[config.mk]
export PLATFORM = sky130hd
export DESIGN_NAME = prog_loader
export DESIGN_NICKNAME = d
export VERILOG_FILES = /design/src/rtl/prog_loader.sv
export SDC_FILE = /design/constraint.sdc
export NUM_CORES = 1
export LEC_CHECK = 0
export CORE_MARGIN = 5
export CORE_UTILIZATION = 56
export CTS_CLUSTER_SIZE = 30
export DETAILED_ROUTE_END_ITERATION = 8
export PLACE_DENSITY = 0.81
export SYNTH_ARGS = -nofsm -noshare
export SYNTH_HDL_FRONTEND = slang
export SYNTH_SLANG_ARGS = --single-unit
[constraint.sdc]
create_clock -name i_clk -period 5 [get_ports i_clk]
set_clock_uncertainty 0.1 [all_clocks]
set_input_delay 1 -clock i_clk [delete_from_list [all_inputs] [get_ports i_clk]]
set_output_delay 1 -clock i_clk [all_outputs]
set_load 0.005 [all_outputs]
[src/rtl/prog_loader.sv]
// Framed byte-stream program loader: SYNC, length, 16-bit words (high byte first) and checksum.
// Writes words into instruction memory and holds the CPU until a checksum-valid program has landed.
module prog_loader #(
    parameter int          ADDR_W  = 8,
    parameter logic [7:0]  SYNC    = 8'hA5,
    parameter int          TIMEOUT = 50000,
    parameter int          TO_W    = 16
) (
    input  logic              i_clk,
    input  logic              i_rst,
    input  logic [7:0]        i_byte,
    input  logic              i_byte_valid,
    output logic [15:0]       o_instr,
    output logic [ADDR_W-1:0] o_addr,
    output logic              o_we,
    output logic              o_hold,
    output logic              o_busy,
    output logic              o_done,
    output logic              o_err
);

    typedef enum logic [2:0] {
        S_IDLE,
        S_LEN,
        S_HI,
        S_LO,
        S_SUM,
        S_ERR
    } state_t;

    localparam int              MAX_N   = 1 << ADDR_W;
    localparam logic [ADDR_W:0] LEN_MAX = (ADDR_W+1)'(MAX_N);
    localparam logic [ADDR_W:0] CNT_ONE = (ADDR_W+1)'(1);
    localparam logic [TO_W-1:0] TO_LAST = TO_W'(TIMEOUT - 1);
    localparam logic [TO_W-1:0] TO_ONE  = TO_W'(1);

    state_t          state_reg;
    logic [7:0]      hi_reg;
    logic [7:0]      sum_reg;
    logic [ADDR_W:0] cnt_reg;
    logic [ADDR_W:0] len_reg;
    logic [TO_W-1:0] to_cnt_reg;

    logic [7:0]      sum_next;
    logic [ADDR_W:0] cnt_next;
    logic [ADDR_W:0] len_next;
    logic            len_bad;
    logic            in_frame;
    logic            timed_out;

    assign sum_next  = sum_reg + i_byte;
    assign cnt_next  = cnt_reg + CNT_ONE;
    // A length byte of zero stands for a full 2^ADDR_W-word program.
    assign len_next  = (i_byte == 8'd0) ? LEN_MAX : (ADDR_W+1)'(i_byte);
    assign len_bad   = ({24'd0, i_byte} > 32'(MAX_N));
    assign in_frame  = (state_reg == S_LEN) || (state_reg == S_HI) ||
                       (state_reg == S_LO)  || (state_reg == S_SUM);
    assign timed_out = in_frame && !i_byte_valid && (to_cnt_reg == TO_LAST);

    always_ff @(posedge i_clk or negedge i_rst) begin
        if (!i_rst) begin
            state_reg  <= S_IDLE;
            hi_reg     <= '0;
            sum_reg    <= '0;
            cnt_reg    <= '0;
            len_reg    <= '0;
            to_cnt_reg <= '0;
            o_instr    <= '0;
            o_addr     <= '0;
            o_we       <= 1'b0;
            o_hold     <= 1'b1;
            o_busy     <= 1'b0;
            o_done     <= 1'b0;
            o_err      <= 1'b0;
        end else begin
            o_we   <= 1'b0;
            o_done <= 1'b0;

            if (in_frame && !i_byte_valid && !timed_out)
                to_cnt_reg <= to_cnt_reg + TO_ONE;
            else
                to_cnt_reg <= '0;

            if (timed_out) begin
                state_reg <= S_ERR;
                o_err     <= 1'b1;
                o_busy    <= 1'b0;
            end else if (i_byte_valid) begin
                case (state_reg)
                    S_IDLE, S_ERR: begin
                        if (i_byte == SYNC) begin
                            state_reg <= S_LEN;
                            o_hold    <= 1'b1;
                            o_busy    <= 1'b1;
                            o_err     <= 1'b0;
                        end
                    end
                    S_LEN: begin
                        if (len_bad) begin
                            state_reg <= S_ERR;
                            o_err     <= 1'b1;
                            o_busy    <= 1'b0;
                        end else begin
                            len_reg   <= len_next;
                            cnt_reg   <= '0;
                            sum_reg   <= i_byte;
                            state_reg <= S_HI;
                        end
                    end
                    S_HI: begin
                        hi_reg    <= i_byte;
                        sum_reg   <= sum_next;
                        state_reg <= S_LO;
                    end
                    S_LO: begin
                        sum_reg   <= sum_next;
                        o_instr   <= {hi_reg, i_byte};
                        o_addr    <= cnt_reg[ADDR_W-1:0];
                        o_we      <= 1'b1;
                        cnt_reg   <= cnt_next;
                        state_reg <= (cnt_next == len_reg) ? S_SUM : S_HI;
                    end
                    S_SUM: begin
                        sum_reg <= sum_next;
                        o_busy  <= 1'b0;
                        if (sum_next == 8'd0) begin
                            o_done    <= 1'b1;
                            o_hold    <= 1'b0;
                            state_reg <= S_IDLE;
                        end else begin
                            o_err     <= 1'b1;
                            state_reg <= S_ERR;
                        end
                    end
                    default: state_reg <= S_IDLE;
                endcase
            end
        end
    end

endmodule

# After elaboration in Yosys (flattened, before gate mapping)
# Cells that the tools add are included.
[totals]
output_inout_bits = 29
register_bits = 82
[op_classes]
mux = 28
n_bitwise = 1
addsub = 3
eq_ne = 12
n_reduce_logical = 27
[op_table]
columns = ["op", "n"]
rows = [
  ["$pmux W9 S2", 1],
  ["$reduce_and A3 Y1", 6],
  ["$add A16 B1 Y16 const B", 1],
  ["$eq A16 B16 Y1 const B", 1],
  ["$logic_not A8 Y1", 2],
  ["$mux W16", 1],
  ["$pmux W8 S2", 1],
  ["$mux W1", 15],
  ["$mux W3", 5],
  ["$pmux W3 S5", 1],
  ["$add A9 B1 Y9 const B", 1],
  ["$eq A9 B9 Y1", 1],
  ["$mux W9", 1],
  ["$add A8 B8 Y8", 1],
  ["$eq A8 B8 Y1 const B", 1],
  ["$reduce_bool A2 Y1", 4],
  ["$eq A3 B2 Y1 const B", 2],
  ["$eq A3 B3 Y1 const B", 2],
  ["$ne A3 B3 Y1 const B", 2],
  ["$pmux W1 S2", 3],
  ["$reduce_and A5 Y1", 1],
  ["$reduce_and A4 Y1", 1],
  ["$eq A3 B1 Y1 const B", 1],
  ["$logic_and A1 B1 Y1", 3],
  ["other kinds (10)", 13],
]

# Longest topological paths before layout
[depth]
depth_word = 9
mapped_depth = 8
ltp_nobuf = 8

# Least setup slack after synthesis
# OpenSTA, ideal clock, no wires.
[synth_timing]
path_kind = "input to register"
from = "in i_byte[0]"
to = "reg state_reg[0]"
stages = 7
setup_ns = 0.149
slack_ns = 1.756
arrival_time_ns = 2.996
path_buffers = 0
cell_sequence = "ha_1 > fa_1 > xor2_1 > or3_1 > or4_4 > nor3_1 > a41oi_1"
[synth_between]
elab_chain_cells = 6
elab_cells_between_ends = 9
[synth_rtl]
columns = ["item", "line_no", "rtl"]
rows = [
  ["from (decl)", "11", "input logic [7:0] i_byte,"],
  ["$add A8 B8 Y8", "51", "assign sum_next = sum_reg + i_byte;"],
  ["$logic_not A8 Y1", "126", "if (sum_next == 8'd0) begin"],
  ["$mux W3", "126", ""],
  ["$pmux W3 S5", "89", "case (state_reg)"],
  ["$mux W3", "88", "end else if (i_byte_valid) begin"],
  ["$mux W3", "84", "if (timed_out) begin"],
  ["to (signal assigned)", "121", "state_reg <= (cnt_next == len_reg) ? S_SUM : S_HI;"],
  ["to (decl)", "37", "state_t state_reg;"],
]
# Parallel ways exist; a longest one is shown, timed or not. The select of a mux whose other input is x is not followed.
# A chain may end at the register's enable or synchronous reset.

# Final worst setup path
[layout_timing]
from = "in i_byte[0]"
to = "reg o_err"
[layout_between]
elab_chain_cells = 4
elab_cells_between_ends = 6
[layout_rtl]
columns = ["item", "line_no", "rtl"]
rows = [
  ["$add A8 B8 Y8", "51", ""],
  ["$logic_not A8 Y1", "126", ""],
  ["$ne A3 B3 Y1 (no line)", "-", ""],
  ["$reduce_and A4 Y1 (no line) (*)", "-", ""],
  ["to (signal assigned)", "74", "o_err <= 1'b0;"],
  ["to (signal assigned)", "86", "o_err <= 1'b1;"],
  ["to (signal assigned)", "131", "o_err <= 1'b1;"],
  ["to (decl)", "19", "output logic o_err"],
]
# Mark *: on every way between the ends. The rest lies on a longest branch, timed or not.

==> summary.txt <==
Run status
  – Status: finished, final reports clean

Setup path
  – WP data arrival: 3.83 ns
  – Max incr delay on CP: 0.57 ns
  – CP max FO: 7
  – CP max-delay cell: or4_4
  – Reg2reg setup slack: 2.13 ns
  – Crit-path cells: clkdlybuf4s50_1 -> ha_1 -> fa_1 -> a21oi_1 -> o21bai_1 -> xor2_1 -> or4_4 -> nor3_1 -> o221ai_1
  – Required @ worst endpoint: 5.11 ns
  – Worst setup EP type: register
  – Crit Path Class: input pin to register
  – Worst Setup Start Kind: input pin
  – Capturing point of the worst reg2reg path: o_err
  – FF-to-FF path depth: 8
  – RR Startpoint: sum_reg[0]

Timing
  – Max-slew violations: 0
  – Final TNS setup: 0 ns
  – Fin crit share: 74.4%
  – Worst Tran Pin Value: 0.984 ns
  – Worst Slack Setup Final: 1.28 ns
  – Final min period: 3.72 ns
  – RSZ-0062 raised after global routing: false
  – Final hold vios: 0
  – Max Fclk: 269 MHz
  – Relative slew margins: 34.4%
  – Endpoints failing setup: 0

Floorplan
  – Die Wd: 95.3 µm
  – Site row count: 31
  – Initial Util: 56.7%
  – Total core area: 7180 µm²
  – Die Area: 9080 µm²
  – Die height: 95.3 µm
  – IO Count: 40

Yosys
  – Yosys warnings: 0
  – Post-synth top area share: 49.8%
  – Synth Cell Area: 4070 µm²
  – Top FF cell, synth: dfrtp_1
  – Post-synth cell types: 51
  – Synth Register Bits: 82
  – Avg Cell Area, Syn: 9.74 µm²
  – Synth top area cells: dfrtp_1 50%, nand2_1 9.6%, mux2_2 4.4%, xor2_1 3.7%, xnor2_1 3.2%
  – Cells after synthesis: 418
  – Asr flop ratio synth: 100%
  – Register area share after synthesis: 50.4%
  – Syn_nets: 439
  – Post-synth EDFFs: 0
  – Post-synth top area cell: dfrtp_1

Power
  – Tot Pwr: 2.49 mW
  – PwrDens: 528 nW/µm²
  – Leakage: 2.16 nW
  – Peak VDD IR: 0.318 mV

Global routing
  – GRT Total Usage: 20.7%
  – Pin count of the biggest net entering global routing: 83
  – First-pass GRT wire length: 14.6 mm
  – Initial antenna violation count: 0
  – Global route overflow: 0
  – Vias in the first global route: 3114

Placed design
  – Post-place setup slack: 0.909 ns
  – Placed insts: 540
  – IO Port Bufs: 39
  – Post-DP HPWL: 5.78 mm
  – Routability Congestion: 0.856

Finish
  – Synth-to-Final Area Change: 15.9%
  – Final nets: 473
  – Final cell utilization of the core: 65.8%
  – Layout cells sized above 1: 8.75%
  – Antenna cell count: 0
  – Non-Filler Instances: 556

Route
  – DR vias: 3085
  – Total routed wirelength: 8.56 mm
  – Drt via density: 5.55
  – DRC: 0
  – Drt pass-1 iters: 5
  – Routed wire per std cell: 15.4 µm
  – Antenna Violating Nets Remaining: 0
  – DR iter-0 viols: 138

Clock tree
  – Post-CTS Hold Fix Bufs: 0
  – CTS buffer count: 9
  – Post-CTS Resized: 0
  – # H-tree levels: 3
  – Worst-case clock buffer depth: 2
  – Post CTS Setup Buffer Count: 0
  – CTS root buffer: clkbuf_8
  – Clock Latency Late Sink: 0.36 ns
  – Clock slew at the register clock pins of the worst setup and hold paths: 0.09 ns
  – Clock Sinks: 82
  – CTS tree: done

Hold path
  – Hold path start: hi_reg[6]
  – Hold WC Path Type: register to register
  – Hold Crit Endpoint: o_instr[14]
  – Worst Hold Depth: 2

Flow run
  – Max Cap Viol: 0
## how the worst max path moves through the flow
| stage | start | to | depth (start not counted) |
|---|---|---|---|
| after CTS | i_byte[0] | state_reg[0] | 9 |
| after global routing | i_byte[0] | state_reg[0] | 9 |
| final | i_byte[0] | o_err | 9 |
| after detailed placement | i_byte[0] | state_reg[0] | 9 |
| after floorplan | i_byte[0] | state_reg[0] | 7 |
| after global placement | i_byte[0] | state_reg[0] | 8 |
## stage by stage
step,instance area [µm²],hold slack [ns]
after global routing,4720,0.402
after global placement,4520,0.347
after CTS,4720,0.380
after floorplan,4070,0.333
final,4720,0.375
after detailed placement,4520,0.362
## cell type report
cell class	instances	area (µm²)
clock buffer	9	124
clock inverter	7	76.3
fill	559	2450
inverter	10	37.5
multi-input combinational	308	1900
sequential	82	2050
tap	99	124
timing repair buffer	41	403
## cell usage after synthesis, types with 2 or more instances
library cell	instances
a211o_1	2
a21o_1	3
a21oi_1	8
and3_1	8
buf_2	5
clkbuf_1	11
dfrtp_1	81
ha_1	9
inv_1	9
mux2_2	16
mux2i_1	12
nand2_1	104
nand2b_1	4
nand3_1	10
nand4_1	5
nor2_1	29
nor3_1	5
nor4_1	2
o211ai_1	2
o21ai_0	22
o221ai_1	2
o31ai_1	7
o41ai_1	2
or3_1	2
or4_1	2
xnor2_1	15
xor2_1	17
## critical path: cells and delay by family
| family | cells | cell delay, ns |
|---|---|---|
| simple gates | 2 | 0.92 |
| fa+ha+maj | 2 | 0.72 |
| buf+inv | 1 | 0.52 |
| compound gates | 3 | 0.50 |
| xor+xnor | 1 | 0.17 |
## layout by cell type (no fill, tap or decap), drive strengths merged, types with 2 or more instances in the layout
master / Yosys / final
ha: 9 / 9
mux2: 16 / 16
mux2i: 12 / 12
nand2b: 4 / 4
buf: 7 / 3
o21ai: 23 / 23
clkdlybuf4s50: 0 / 38
clkbuf: 11 / 9
clkinv: 1 / 3
or3: 2 / 2
nand3: 10 / 10
a21o: 3 / 3
nand4: 5 / 5
nor2: 29 / 29
nor4: 3 / 3
clkinvlp: 0 / 2
nand2: 104 / 104
o41ai: 2 / 2
inv: 9 / 11
a21oi: 8 / 8
and3: 8 / 8
dfrtp: 81 / 81
o221ai: 2 / 2
a211o: 2 / 2
o211ai: 2 / 2
xor2: 17 / 17
or4: 3 / 3
o31ai: 7 / 7
nor3: 5 / 5
xnor2: 15 / 15
## logic make-up (layout without fill, tap and decap cells)
| group | Yosys count | after routing | share of synthesized area (%) |
|---|---|---|---|
| AO/OA/AOI/OAI | 59 | 59 | 9.56 |
| multiplexers | 28 | 28 | 7.38 |
| XOR/XNOR | 32 | 32 | 6.88 |
| adder cells (fa/ha/maj) | 10 | 10 | 3.26 |
| flip-flops | 82 | 82 | 50.4 |
| buffers and inverters | 28 | 67 | 2.83 |
| AND/OR/NAND/NOR | 179 | 179 | 19.7 |
## report_power, final
part	total [mW]	leakage, nW	internal (mW)	switching [mW]
registers	1.03	1.07	0.863	0.163
logic	0.976	0.990	0.480	0.496
clock network	0.488	0.0962	0.234	0.254
## per-layer routing
layer	share of wire [%]	track usage (%)	vias to the layer above
met4	1.4	6.85	0
met5	0	0	-
met3	4.2	4.89	11
li1	-	-	1495
met2	50	35.0	62
met1	44	26.2	1517
Note: power is estimated with default switching activity, not from simulation.
==> RTL change (config.mk and constraints unchanged) <==
Register the inputs `i_byte` and `i_byte_valid` before use. The logic sees them one clock later.
--- a/src/rtl/prog_loader.sv
+++ b/src/rtl/prog_loader.sv
@@ -36,2 +36,10 @@
 
+    logic [7:0] i_byte_q;
+    logic i_byte_valid_q;
+
+    always_ff @(posedge i_clk) begin
+        i_byte_q       <= i_byte;
+        i_byte_valid_q <= i_byte_valid;
+    end
+
     state_t          state_reg;
@@ -50,10 +58,10 @@
 
-    assign sum_next  = sum_reg + i_byte;
+    assign sum_next  = sum_reg + i_byte_q;
     assign cnt_next  = cnt_reg + CNT_ONE;
     // A length byte of zero stands for a full 2^ADDR_W-word program.
-    assign len_next  = (i_byte == 8'd0) ? LEN_MAX : (ADDR_W+1)'(i_byte);
-    assign len_bad   = ({24'd0, i_byte} > 32'(MAX_N));
+    assign len_next  = (i_byte_q == 8'd0) ? LEN_MAX : (ADDR_W+1)'(i_byte_q);
+    assign len_bad   = ({24'd0, i_byte_q} > 32'(MAX_N));
     assign in_frame  = (state_reg == S_LEN) || (state_reg == S_HI) ||
                        (state_reg == S_LO)  || (state_reg == S_SUM);
-    assign timed_out = in_frame && !i_byte_valid && (to_cnt_reg == TO_LAST);
+    assign timed_out = in_frame && !i_byte_valid_q && (to_cnt_reg == TO_LAST);
 
@@ -78,3 +86,3 @@
 
-            if (in_frame && !i_byte_valid && !timed_out)
+            if (in_frame && !i_byte_valid_q && !timed_out)
                 to_cnt_reg <= to_cnt_reg + TO_ONE;
@@ -87,6 +95,6 @@
                 o_busy    <= 1'b0;
-            end else if (i_byte_valid) begin
+            end else if (i_byte_valid_q) begin
                 case (state_reg)
                     S_IDLE, S_ERR: begin
-                        if (i_byte == SYNC) begin
+                        if (i_byte_q == SYNC) begin
                             state_reg <= S_LEN;
@@ -105,3 +113,3 @@
                             cnt_reg   <= '0;
-                            sum_reg   <= i_byte;
+                            sum_reg   <= i_byte_q;
                             state_reg <= S_HI;
@@ -110,3 +118,3 @@
                     S_HI: begin
-                        hi_reg    <= i_byte;
+                        hi_reg    <= i_byte_q;
                         sum_reg   <= sum_next;
@@ -116,3 +124,3 @@
                         sum_reg   <= sum_next;
-                        o_instr   <= {hi_reg, i_byte};
+                        o_instr   <= {hi_reg, i_byte_q};
                         o_addr    <= cnt_reg[ADDR_W-1:0];
Behaviour: not the same (Yosys sat finds a counterexample within 4 cycles, from zero or initial values and one cycle with i_rst low).
==> RTL change against the unedited design <==
Synthesized cell count grew 4.8%. Routed wire length rose by 6.9%. Non-clock buffer count stayed put. Final area up 4.8%. Total power rose by 3.0%. First-iteration DRC count rose by 69%. Sequential share of layout area up 1.6 points. Setup slack better by 0.77 ns. Clock power down 4.1%. Synthesized area rose by 5.6%. Count of clock-buffer cells in the layout up 1. Sequential cell count grew 9. Critical path depth decreased by 1. Critical endpoint unchanged. Largest power group unchanged.
==> RTL change: results (changes against the unedited design) <==
Vias in the first global route -> 3268 (was 3114)
Drt wl/cell -> 15.75 um (was 15.40 um)
Clk Latency, worst-skew pair -> 0.36 ns (about the same)
Leakage -> 2.176 nW (was 2.158 nW)
Global-route usage over all layers -> 0.2055 (was 0.2073)
Run status -> finished, final reports clean (unchanged)
CP Class -> flop to flop (was input port to flop)
R2r worst-path depth -> 8 (unchanged)
Slowest cell on crit path -> or4_4 (unchanged)
R2R Path Start -> i_byte_q[0]$_DFF_P_ (was sum_reg[0]$_DFFE_PN0P_)
Pin count of the biggest net entering global routing -> 83 (unchanged)
R2R Path End -> o_err$_DFFE_PN0P_ (unchanged)
Worst Min Path Start -> hi_reg[2]$_DFFE_PN0P_ (was hi_reg[6]$_DFFE_PN0P_)
Vias per std cell -> 5.666 (was 5.549)
Final worst slack -> 2.052 ns (was 1.278 ns)
Worst R2R Setup Slack -> 2.05 ns (was 2.13 ns)
Met2 GRT Util -> 0.3353 (was 0.3499)
ANT cells -> 0 (unchanged)
Post-CTS setup buffer count -> 0 (unchanged)
Root Buffer -> clkbuf_8 (unchanged)
Initial antenna violation count -> 0 (unchanged)
Hold Crit Depth -> 2 (unchanged)
Ys async rst share -> 0.9011 (was 1.000)
Share of post-route cells with drive strength above 1 -> 0.08768 (was 0.08753)
Worst-margin pin slew -> 1.176 ns (was 0.9843 ns)
Clk slew on worst S/H paths -> 0.09 ns (about the same)
CP peak stage delay -> 0.51 ns (was 0.57 ns)
CTS Buf Count -> 9 (unchanged)
Final Wtd Congestion -> 0.9231 (was 0.8560)
Drt initial violations -> 233 (was 138)
Synth warnings -> 0 (unchanged)
Post-synth top cells -> 99 x nand2_1, 81 x dfrtp_1, 34 x nor2_1 (was 104 x nand2_1, 81 x dfrtp_1, 29 x nor2_1)
Post-synthesis net count -> 459 (was 439)
Post-cts sizing count -> 0 (unchanged)
Post-synthesis sequential area ratio -> 0.5193 (was 0.5043)
Synth area leaders -> dfrtp_1 47%, nand2_1 8.6%, dfxtp_1 4.2%, mux2_2 4.2%, xor2_1 3.1% (was dfrtp_1 50%, nand2_1 9.6%, mux2_2 4.4%, xor2_1 3.7%, xnor2_1 3.2%)
Peak VDD IR -> 0.2988 mV (was 0.3180 mV)
Cell variety after synth -> 50 (was 51)
Placed wire-length estimate -> 6287 um (was 5775 um)
M1 GR Usage -> 0.2659 (was 0.2621)
# H-tree levels -> 3 (unchanged)
Overflow after GRT -> 0 (unchanged)
Worst-path fanout max -> 7 (unchanged)
TritonRoute pass-1 iters -> 5 (unchanged)
Clock Path Buffers -> 2 (unchanged)
Hold endpoint -> o_instr[10]$_DFFE_PN0P_ (was o_instr[14]$_DFFE_PN0P_)
Fillers -> 621 (was 559)
PortBufs -> 39 (unchanged)
Worst hold path class -> flop to flop (unchanged)
Critical Path AT -> 3.10 ns (was 3.83 ns)
Net count, final -> 495 (was 473)
Met3 Use GR -> 0.05456 (was 0.04893)
First-pass GRT wire length -> 15820 um (was 14590 um)
[RTL change: per-layer routing]
layer | routed length, um | vias to the layer above
met5 | 0 | -
met4 | 131 | 0
li1 | - | 1579
met3 | 527 | 13
met1 | 3999 | 1622
met2 | 4492 | 78
[RTL change: cell families (layout without fill, tap and decap cells)]
kind of cell,count (synthesis),count (layout),synth area share
AO/OA/AOI/OAI,62,62,0.09165
XOR/XNOR,29,29,0.06226
AND/OR/NAND/NOR,193,193,0.2040
buffers and inverters,26,67,0.02444
flip-flops,91,91,0.5193
adder cells (fa/ha/maj),10,10,0.03084
multiplexers,27,27,0.06750
[RTL change: power breakdown]
part	switching (mW)	internal (mW)	leakage (nW)
registers	0.185	0.945	1.13
clock network	0.270	0.197	0.0815
logic	0.489	0.478	0.965
[RTL change: metrics by stage]
step	cells	cell area (um^2)	hold WS, ns	util
floorplan	438	4300	0.3348	-
global placement	565	4763	0.3553	0.6262
detailed placement	565	4763	0.3570	0.6262
CTS	581	4949	0.3812	0.6505
global route	581	4949	0.4023	0.6505
finish	581	4949	0.3775	0.6505
[RTL change: worst max-delay path: cells and delay by family (launching register included)]
kind,cells,cell delay [ns]
adder cells (fa/ha/maj),2,0.66
AO/OA/AOI/OAI,4,0.95
flip-flops,1,0.37
AND/OR/NAND/NOR,2,0.76
[RTL change: final cells by class]
cell class / count / share of cell area
clock buffer: 10 / 0.02781
clock inverter: 6 / 0.009608
inverter: 10 / 0.007585
multi-input combinational: 321 / 0.3965
sequential: 91 / 0.4513
tap: 102 / 0.02579
timing repair buffer: 41 / 0.08142
